## config.mk

```make
export PLATFORM = sky130hd
export DESIGN_NAME = led_mode_sequencer
export DESIGN_NICKNAME = d
export VERILOG_FILES = /design/src/rtl/led_mode_sequencer.sv
export SDC_FILE = /design/constraint.sdc
export NUM_CORES = 1
export LEC_CHECK = 0
export BUFFER_PORTS_ARGS = -buffer_cell sky130_fd_sc_hd__buf_2
export CAP_MARGIN = 20
export CORE_ASPECT_RATIO = 0.5
export CORE_MARGIN = 2
export CORE_UTILIZATION = 40
export CTS_BUF_LIST = sky130_fd_sc_hd__clkbuf_2 sky130_fd_sc_hd__clkbuf_4 sky130_fd_sc_hd__clkbuf_8
export CTS_CLUSTER_DIAMETER = 50
export DETAILED_ROUTE_END_ITERATION = 6
export PLACE_DENSITY = 0.63
export SLEW_MARGIN = 20
export SYNTH_ARGS = -nofsm -noshare
export SYNTH_HDL_FRONTEND = slang
export SYNTH_SLANG_ARGS = --single-unit
```

## constraint.sdc

```tcl
create_clock -name CLOCK_50 -period 4.6 [get_ports CLOCK_50]
set_input_delay 1.38 -clock CLOCK_50 [delete_from_list [all_inputs] [get_ports CLOCK_50]]
set_output_delay 1.38 -clock CLOCK_50 [all_outputs]
set_load 0.005 [all_outputs]
```

## src/rtl/led_mode_sequencer.sv

```systemverilog
// LED bank sequencer: switch passthrough, chase, binary count and fill modes stepped by a debounced KEY.
// Optional macro LED_SEQ_PAUSE_EN adds a PAUSE input that freezes the pattern generators.
module led_mode_sequencer #(
  parameter int WIDTH           = 4,
  parameter int TICK_CYCLES     = 25000000,
  parameter int DEBOUNCE_CYCLES = 500000
) (
  input  logic             CLOCK_50,
  input  logic             RESET,
  input  logic [WIDTH-1:0] SW,
  input  logic             KEY,
`ifdef LED_SEQ_PAUSE_EN
  input  logic             PAUSE,
`endif
  output logic [WIDTH-1:0] LEDR,
  output logic [1:0]       MODE
);

  localparam int TW = ($clog2(TICK_CYCLES) > 0) ? $clog2(TICK_CYCLES) : 1;
  localparam int DW = ($clog2(DEBOUNCE_CYCLES) > 0) ? $clog2(DEBOUNCE_CYCLES) : 1;
  localparam logic [TW-1:0] TICK_LAST = TW'(TICK_CYCLES - 1);
  localparam logic [DW-1:0] DB_LAST   = DW'(DEBOUNCE_CYCLES - 1);

  typedef enum logic [1:0] {
    MODE_PASS  = 2'd0,
    MODE_CHASE = 2'd1,
    MODE_COUNT = 2'd2,
    MODE_FILL  = 2'd3
  } mode_t;

  logic [WIDTH-1:0] sw_meta, sw_sync;
  logic             key_meta, key_sync;
  logic             key_db;
  logic [DW-1:0]    db_cnt;
  logic             press;
  logic [TW-1:0]    tick_cnt;
  logic             tick;
  logic             hold;
  logic [WIDTH-1:0] pattern, pattern_step, pattern_init;
  mode_t            state, state_next;

  always_ff @(posedge CLOCK_50) begin
    if (RESET) begin
      sw_meta  <= '0;
      sw_sync  <= '0;
      key_meta <= 1'b1;
      key_sync <= 1'b1;
    end else begin
      sw_meta  <= SW;
      sw_sync  <= sw_meta;
      key_meta <= KEY;
      key_sync <= key_meta;
    end
  end

`ifdef LED_SEQ_PAUSE_EN
  logic pause_meta, pause_sync;

  always_ff @(posedge CLOCK_50) begin
    if (RESET) begin
      pause_meta <= 1'b0;
      pause_sync <= 1'b0;
    end else begin
      pause_meta <= PAUSE;
      pause_sync <= pause_meta;
    end
  end

  assign hold = pause_sync;
`else
  assign hold = 1'b0;
`endif

  // The debounced key only follows the synchronized key after DEBOUNCE_CYCLES of disagreement.
  always_ff @(posedge CLOCK_50) begin
    if (RESET) begin
      key_db <= 1'b1;
      db_cnt <= '0;
    end else if (key_sync != key_db) begin
      if (db_cnt == DB_LAST) begin
        key_db <= key_sync;
        db_cnt <= '0;
      end else begin
        db_cnt <= db_cnt + 1'b1;
      end
    end else begin
      db_cnt <= '0;
    end
  end

  // Pulses in the cycle the debounced key is about to fall, so the mode moves on the same edge.
  assign press = key_db && !key_sync && (db_cnt == DB_LAST);
  assign tick  = (tick_cnt == TICK_LAST);

  always_ff @(posedge CLOCK_50) begin
    if (RESET) begin
      state <= MODE_PASS;
    end else begin
      state <= state_next;
    end
  end

  always_comb begin
    state_next = state;
    if (press) begin
      case (state)
        MODE_PASS:  state_next = MODE_CHASE;
        MODE_CHASE: state_next = MODE_COUNT;
        MODE_COUNT: state_next = MODE_FILL;
        default:    state_next = MODE_PASS;
      endcase
    end
  end

  always_comb begin
    MODE = state;
  end

  always_comb begin
    pattern_step = pattern;
    case (state)
      MODE_CHASE: pattern_step = {pattern[WIDTH-2:0], pattern[WIDTH-1]};
      MODE_COUNT: pattern_step = pattern + 1'b1;
      MODE_FILL:  pattern_step = (&pattern) ? '0 : {pattern[WIDTH-2:0], 1'b1};
      default:    pattern_step = pattern;
    endcase
  end

  always_comb begin
    pattern_init = '0;
    if (state_next == MODE_CHASE) begin
      pattern_init = WIDTH'(1);
    end
  end

  // A press takes priority over a coincident tick: the new mode restarts from its initial pattern.
  always_ff @(posedge CLOCK_50) begin
    if (RESET) begin
      tick_cnt <= '0;
      pattern  <= '0;
    end else if (press) begin
      tick_cnt <= '0;
      pattern  <= pattern_init;
    end else if (!hold) begin
      tick_cnt <= tick ? '0 : tick_cnt + 1'b1;
      if (tick) begin
        pattern <= pattern_step;
      end
    end
  end

  always_ff @(posedge CLOCK_50) begin
    if (RESET) begin
      LEDR <= '0;
    end else if (state == MODE_PASS) begin
      LEDR <= sw_sync;
    end else begin
      LEDR <= pattern;
    end
  end

endmodule

```

# [Word-level counts from Yosys, hierarchy flattened]
# Index checks and enable logic that the tools add are counted.
[word_totals] reg_bits=65 elab_cells=40
[classes] n_reduce_logical=11 bitwise_logic=1 eq_ne=7 addsub=3 muxes=8
[op_table] operator="$add 25x1->25 const B" count=1
[op_table] operator="$eq 25x25->1 const B" count=1
[op_table] operator="$add 19x1->19 const B" count=1
[op_table] operator="$eq 19x19->1 const B" count=1
[op_table] operator="$mux 4" count=4
[op_table] operator="$pmux 4 s3" count=1
[op_table] operator="$pmux 2 s3" count=1
[op_table] operator="$reduce_or 3->1" count=2
[op_table] operator="$add 4x1->4 const B" count=1
[op_table] operator="$eq 2x1->1 const B" count=2
[op_table] operator="$eq 2x2->1 const B" count=2
[op_table] operator="$reduce_and 2->1" count=2
[op_table] operator="$reduce_and 4->1" count=1
[op_table] operator="$reduce_bool 4->1" count=1
[op_table] operator="$logic_and 1x1->1" count=2
[op_table] operator="$logic_not 2->1" count=1
[op_table] operator="$mux 2" count=1
[op_table] operator="$reduce_bool 2->1" count=1
[op_table] operator="$logic_not 1->1" count=1
[op_table] operator="$mux 1" count=1
[op_table] operator="$ne 1x1->1" count=1
[op_table] operator="$not 1->1" count=1

# [Longest topological paths before layout]
[logic_depth] depth_word=7 mapped_depth=8 mapped_depth_nobuf=7

# [Worst setup path before layout]
# OpenSTA, ideal clock, no wires.
[synth_path] path_type="in2reg" from="input port RESET" to="register db_cnt[11]" arrival_time_ns=2.102 stages=5 required_time_ns=4.485 setup_time_ns=0.115 setup_slack_ns=2.383 path_cell_list="clkbuf_1 > nor2_1 > o21ai_2 > buf_4 > nor2_1"
[synth_between] elab_chain_cells=1
[synth_lines] element="from (decl)" line_no="9" rtl="input logic RESET,"
[synth_lines] element="$reduce_or 3->1 (no line)"
[synth_lines] element="to (signal assigned)" line_no="84" rtl="db_cnt <= db_cnt + 1'b1;"
[synth_lines] element="to (decl)" line_no="34" rtl="logic [DW-1:0] db_cnt;"
# No other way between the ends.
# A chain may end at the register's enable or synchronous reset.

# [Worst setup path after layout]
[layout_path] from="input port RESET" to="register tick_cnt[3]"
[layout_between] elab_chain_cells=1
[layout_lines] element="$reduce_or 3->1 (no line)"
[layout_lines] element="to (signal assigned)" line_no="145" rtl="tick_cnt <= tick ? '0 : tick_cnt + 1'b1;"
[layout_lines] element="to (decl)" line_no="36" rtl="logic [TW-1:0] tick_cnt;"
# No other way between the ends.

==> results.md <==
* Most common flop cell mapped by yosys: dfxtp_1
* Initial DRC Count at 79
* CTS tree: done
* Worst Max-Slew Pin Slew at 837 ps
* GPL Wtd Cong at 0.849
* Status: finished, final reports clean
* Finished Core Util at 46.7%
* Remaining Overflow, GRT at 0
* Synth top area share at 45.6%
* Total CTS buffers at 9
* Asr flop ratio synth at 0%
* Detail Route Antenna Nets at 0
* Biggest area consumer among synthesized cells: dfxtp_1
* Hold WC Path Type: flop to flop
* WL per Instance at 12.1 um
* DP HPWL at 3580 um
* CP Launch Type: input port
* Via total after detailed routing at 2,108
* Slew margin rel. at 43.7%
* Post-synth EDFFs at 0
* Syn_nets at 327
* Leakage at 0.00118 uW
* Top post-synthesis cells by count: 65 x dfxtp_1, 63 x nor2_1, 26 x xor2_1
* Worst Path Arrival at 2680 ps
* Crit Path Category: input port to flop
* Cell area power density at 341 nW/um^2
* Setup violations, final at 0
* First-pass GRT wire length at 8920 um
* # Max-Cap Violations at 0
* Worst-case clock buffer depth at 2
* Row count at 21
* Warnings, synthesis at 0
* Unrepaired setup endpoints after global routing: false
* Layout area overhead at 11.3%
* Pins Over Slew Limit at 0
* Total GRT Usage at 14.8%
* Setup TNS Final at 0 ps
* Reg-to-reg setup timing slack at 2440 ps
* Pin count of the biggest net entering global routing at 25
* Crit-path max FO at 24
* Register area share after synthesis at 45.6%
* IO buf count at 12
* Initial core utilization at 42.0%
* Number of post-CTS setup repair buffers at 0
* Die height at 63.8 um
* DRT Pass-1 Iters at 4
* Full die area at 7870 sq um
* Vias in the first global route at 2,033
* FF+latch count, synth at 65
* Vias per inst at 4.97
* Core area at 6810 sq um
* FMAX at 403 MHz
* Min cycle time layout at 2480 ps
* Ranking of synthesized cells by area: dfxtp_1 46%, nor2_1 8.3%, xor2_1 8.0%
* PostCTS Resize Cnt at 0
* Initial antenna violation count at 0
* Root buf cell: clkbuf_8
* Data required time at the worst endpoint at 4790 ps
* H-Tree Depth at 3
* Die Span X at 124 um
* Layout cell share with drive strength beyond 1 at 12.3%
* Top-count cell post-synth: dfxtp_1
* Post-Route WL at 5130 um
* # IOs at 13
* Clock tree sinks at 65
* Kind of end point of the critical path: flop
* Fillers at 675
* Synth Instances at 313
* Number of diodes at 0
* Hold Buf Count CTS at 0
* Tcrit/Tclk final at 53.9%
* Worst-path clk slew at 70 ps
* DRC viols at 0
* Synth Area per Inst at 9.13 sq um
* Clock Latency Late Sink at 350 ps
* Final nets at 342
* Mapped cell area at 2860 sq um
* Worst ir drop on vdd at 0.000157 V
* Clk_skew at 7.91 ps
* Synth unique cells at 43
* Final Hold Violating Endpoints at 0
-- cell type report --
class                   count  area, sq um  area share (%)
multi-input cells         232         1470            46.3
repair buffers             12         60.1            1.89
clock inverters             3         40.0            1.26
well taps                  92          115            3.62
inverters                   8         30.0           0.945
clock buffers              12          159            5.00
flip-flops and latches     65         1300            40.9
-- layout by cell type (no fill, tap or decap), drive strengths merged, types with 8 or more instances in the layout --
cell type   n
dfxtp      65
nor2       63
xor2       26
nand2      24
nand3      17
xnor2      14
buf        12
clkbuf     12
nand4      10
nor2b       9
mux2i       9
and3        9
inv         8
-- power breakdown --
part           total, uW  switching [uW]  leakage, uW  internal (uW)
Clock                487             206     0.000106            281
Sequential           573            3.15     0.000527            570
Combinational       21.9            12.4     0.000552           9.45
Total               1080             222      0.00118            861
-- worst paths after layout --
check                        startpoint                endpoint  cells after the start
setup / recovery                  RESET  tick_cnt[3]$_SDFF_PP0_                      4
hold / removal      key_meta$_SDFF_PP1_     key_sync$_SDFF_PP1_                      1
setup reg to reg  db_cnt[12]$_SDFF_PP0_  tick_cnt[3]$_SDFF_PP0_                      5
hold reg to reg     key_meta$_SDFF_PP1_     key_sync$_SDFF_PP1_                      1
-- stage by stage --
step | hold slack [ps] | cells | worst slack (ps) | area, sq um | power, uW
final | 411 | 424 | 2120 | 3180 | 1080
after global routing | 433 | 424 | 1970 | 3180 | 1130
after CTS | 414 | 424 | 2110 | 3180 | 1100
after detailed placement | 397 | 409 | 1740 | 2980 | 608
after global placement | 396 | 409 | 1820 | 2980 | 607
after floorplan | 389 | 313 | 2380 | 2860 | 604
-- sequential cells by signal, indices dropped and copies added, names as in the netlist --
| name | count |
|---|---|
| LEDR | 4 |
| MODE | 2 |
| db_cnt | 19 |
| key_db | 1 |
| key_meta | 1 |
| key_sync | 1 |
| pattern | 4 |
| sw_meta | 4 |
| sw_sync | 4 |
| tick_cnt | 25 |
-- logic make-up (layout without fill, tap and decap cells) --
group / count (synthesis) / after routing / synth area share, %
buffers and inverters: 16 / 35 / 2.89
DFF: 65 / 65 / 45.6
adders and majority gates: 7 / 7 / 3.07
and+or+nand+nor: 161 / 161 / 29.0
muxes: 9 / 9 / 3.15
AOI/OAI and AO/OA: 15 / 15 / 4.03
xor gates and xnor gates: 40 / 40 / 12.3
-- per-layer routing --
metal  share of wire [%]  GRT usage (%)
met4                 1.8           6.82
met1                  48           16.9
met2                  46           24.5
met3                 4.0           5.89
met5                   0              0
-- worst max-delay path, cell delays in order --
cell	delay (ps)
buf_2	280
o21bai_4	230
or2_1	660
nor2_1	130
Power figures use the tool's default switching activity.
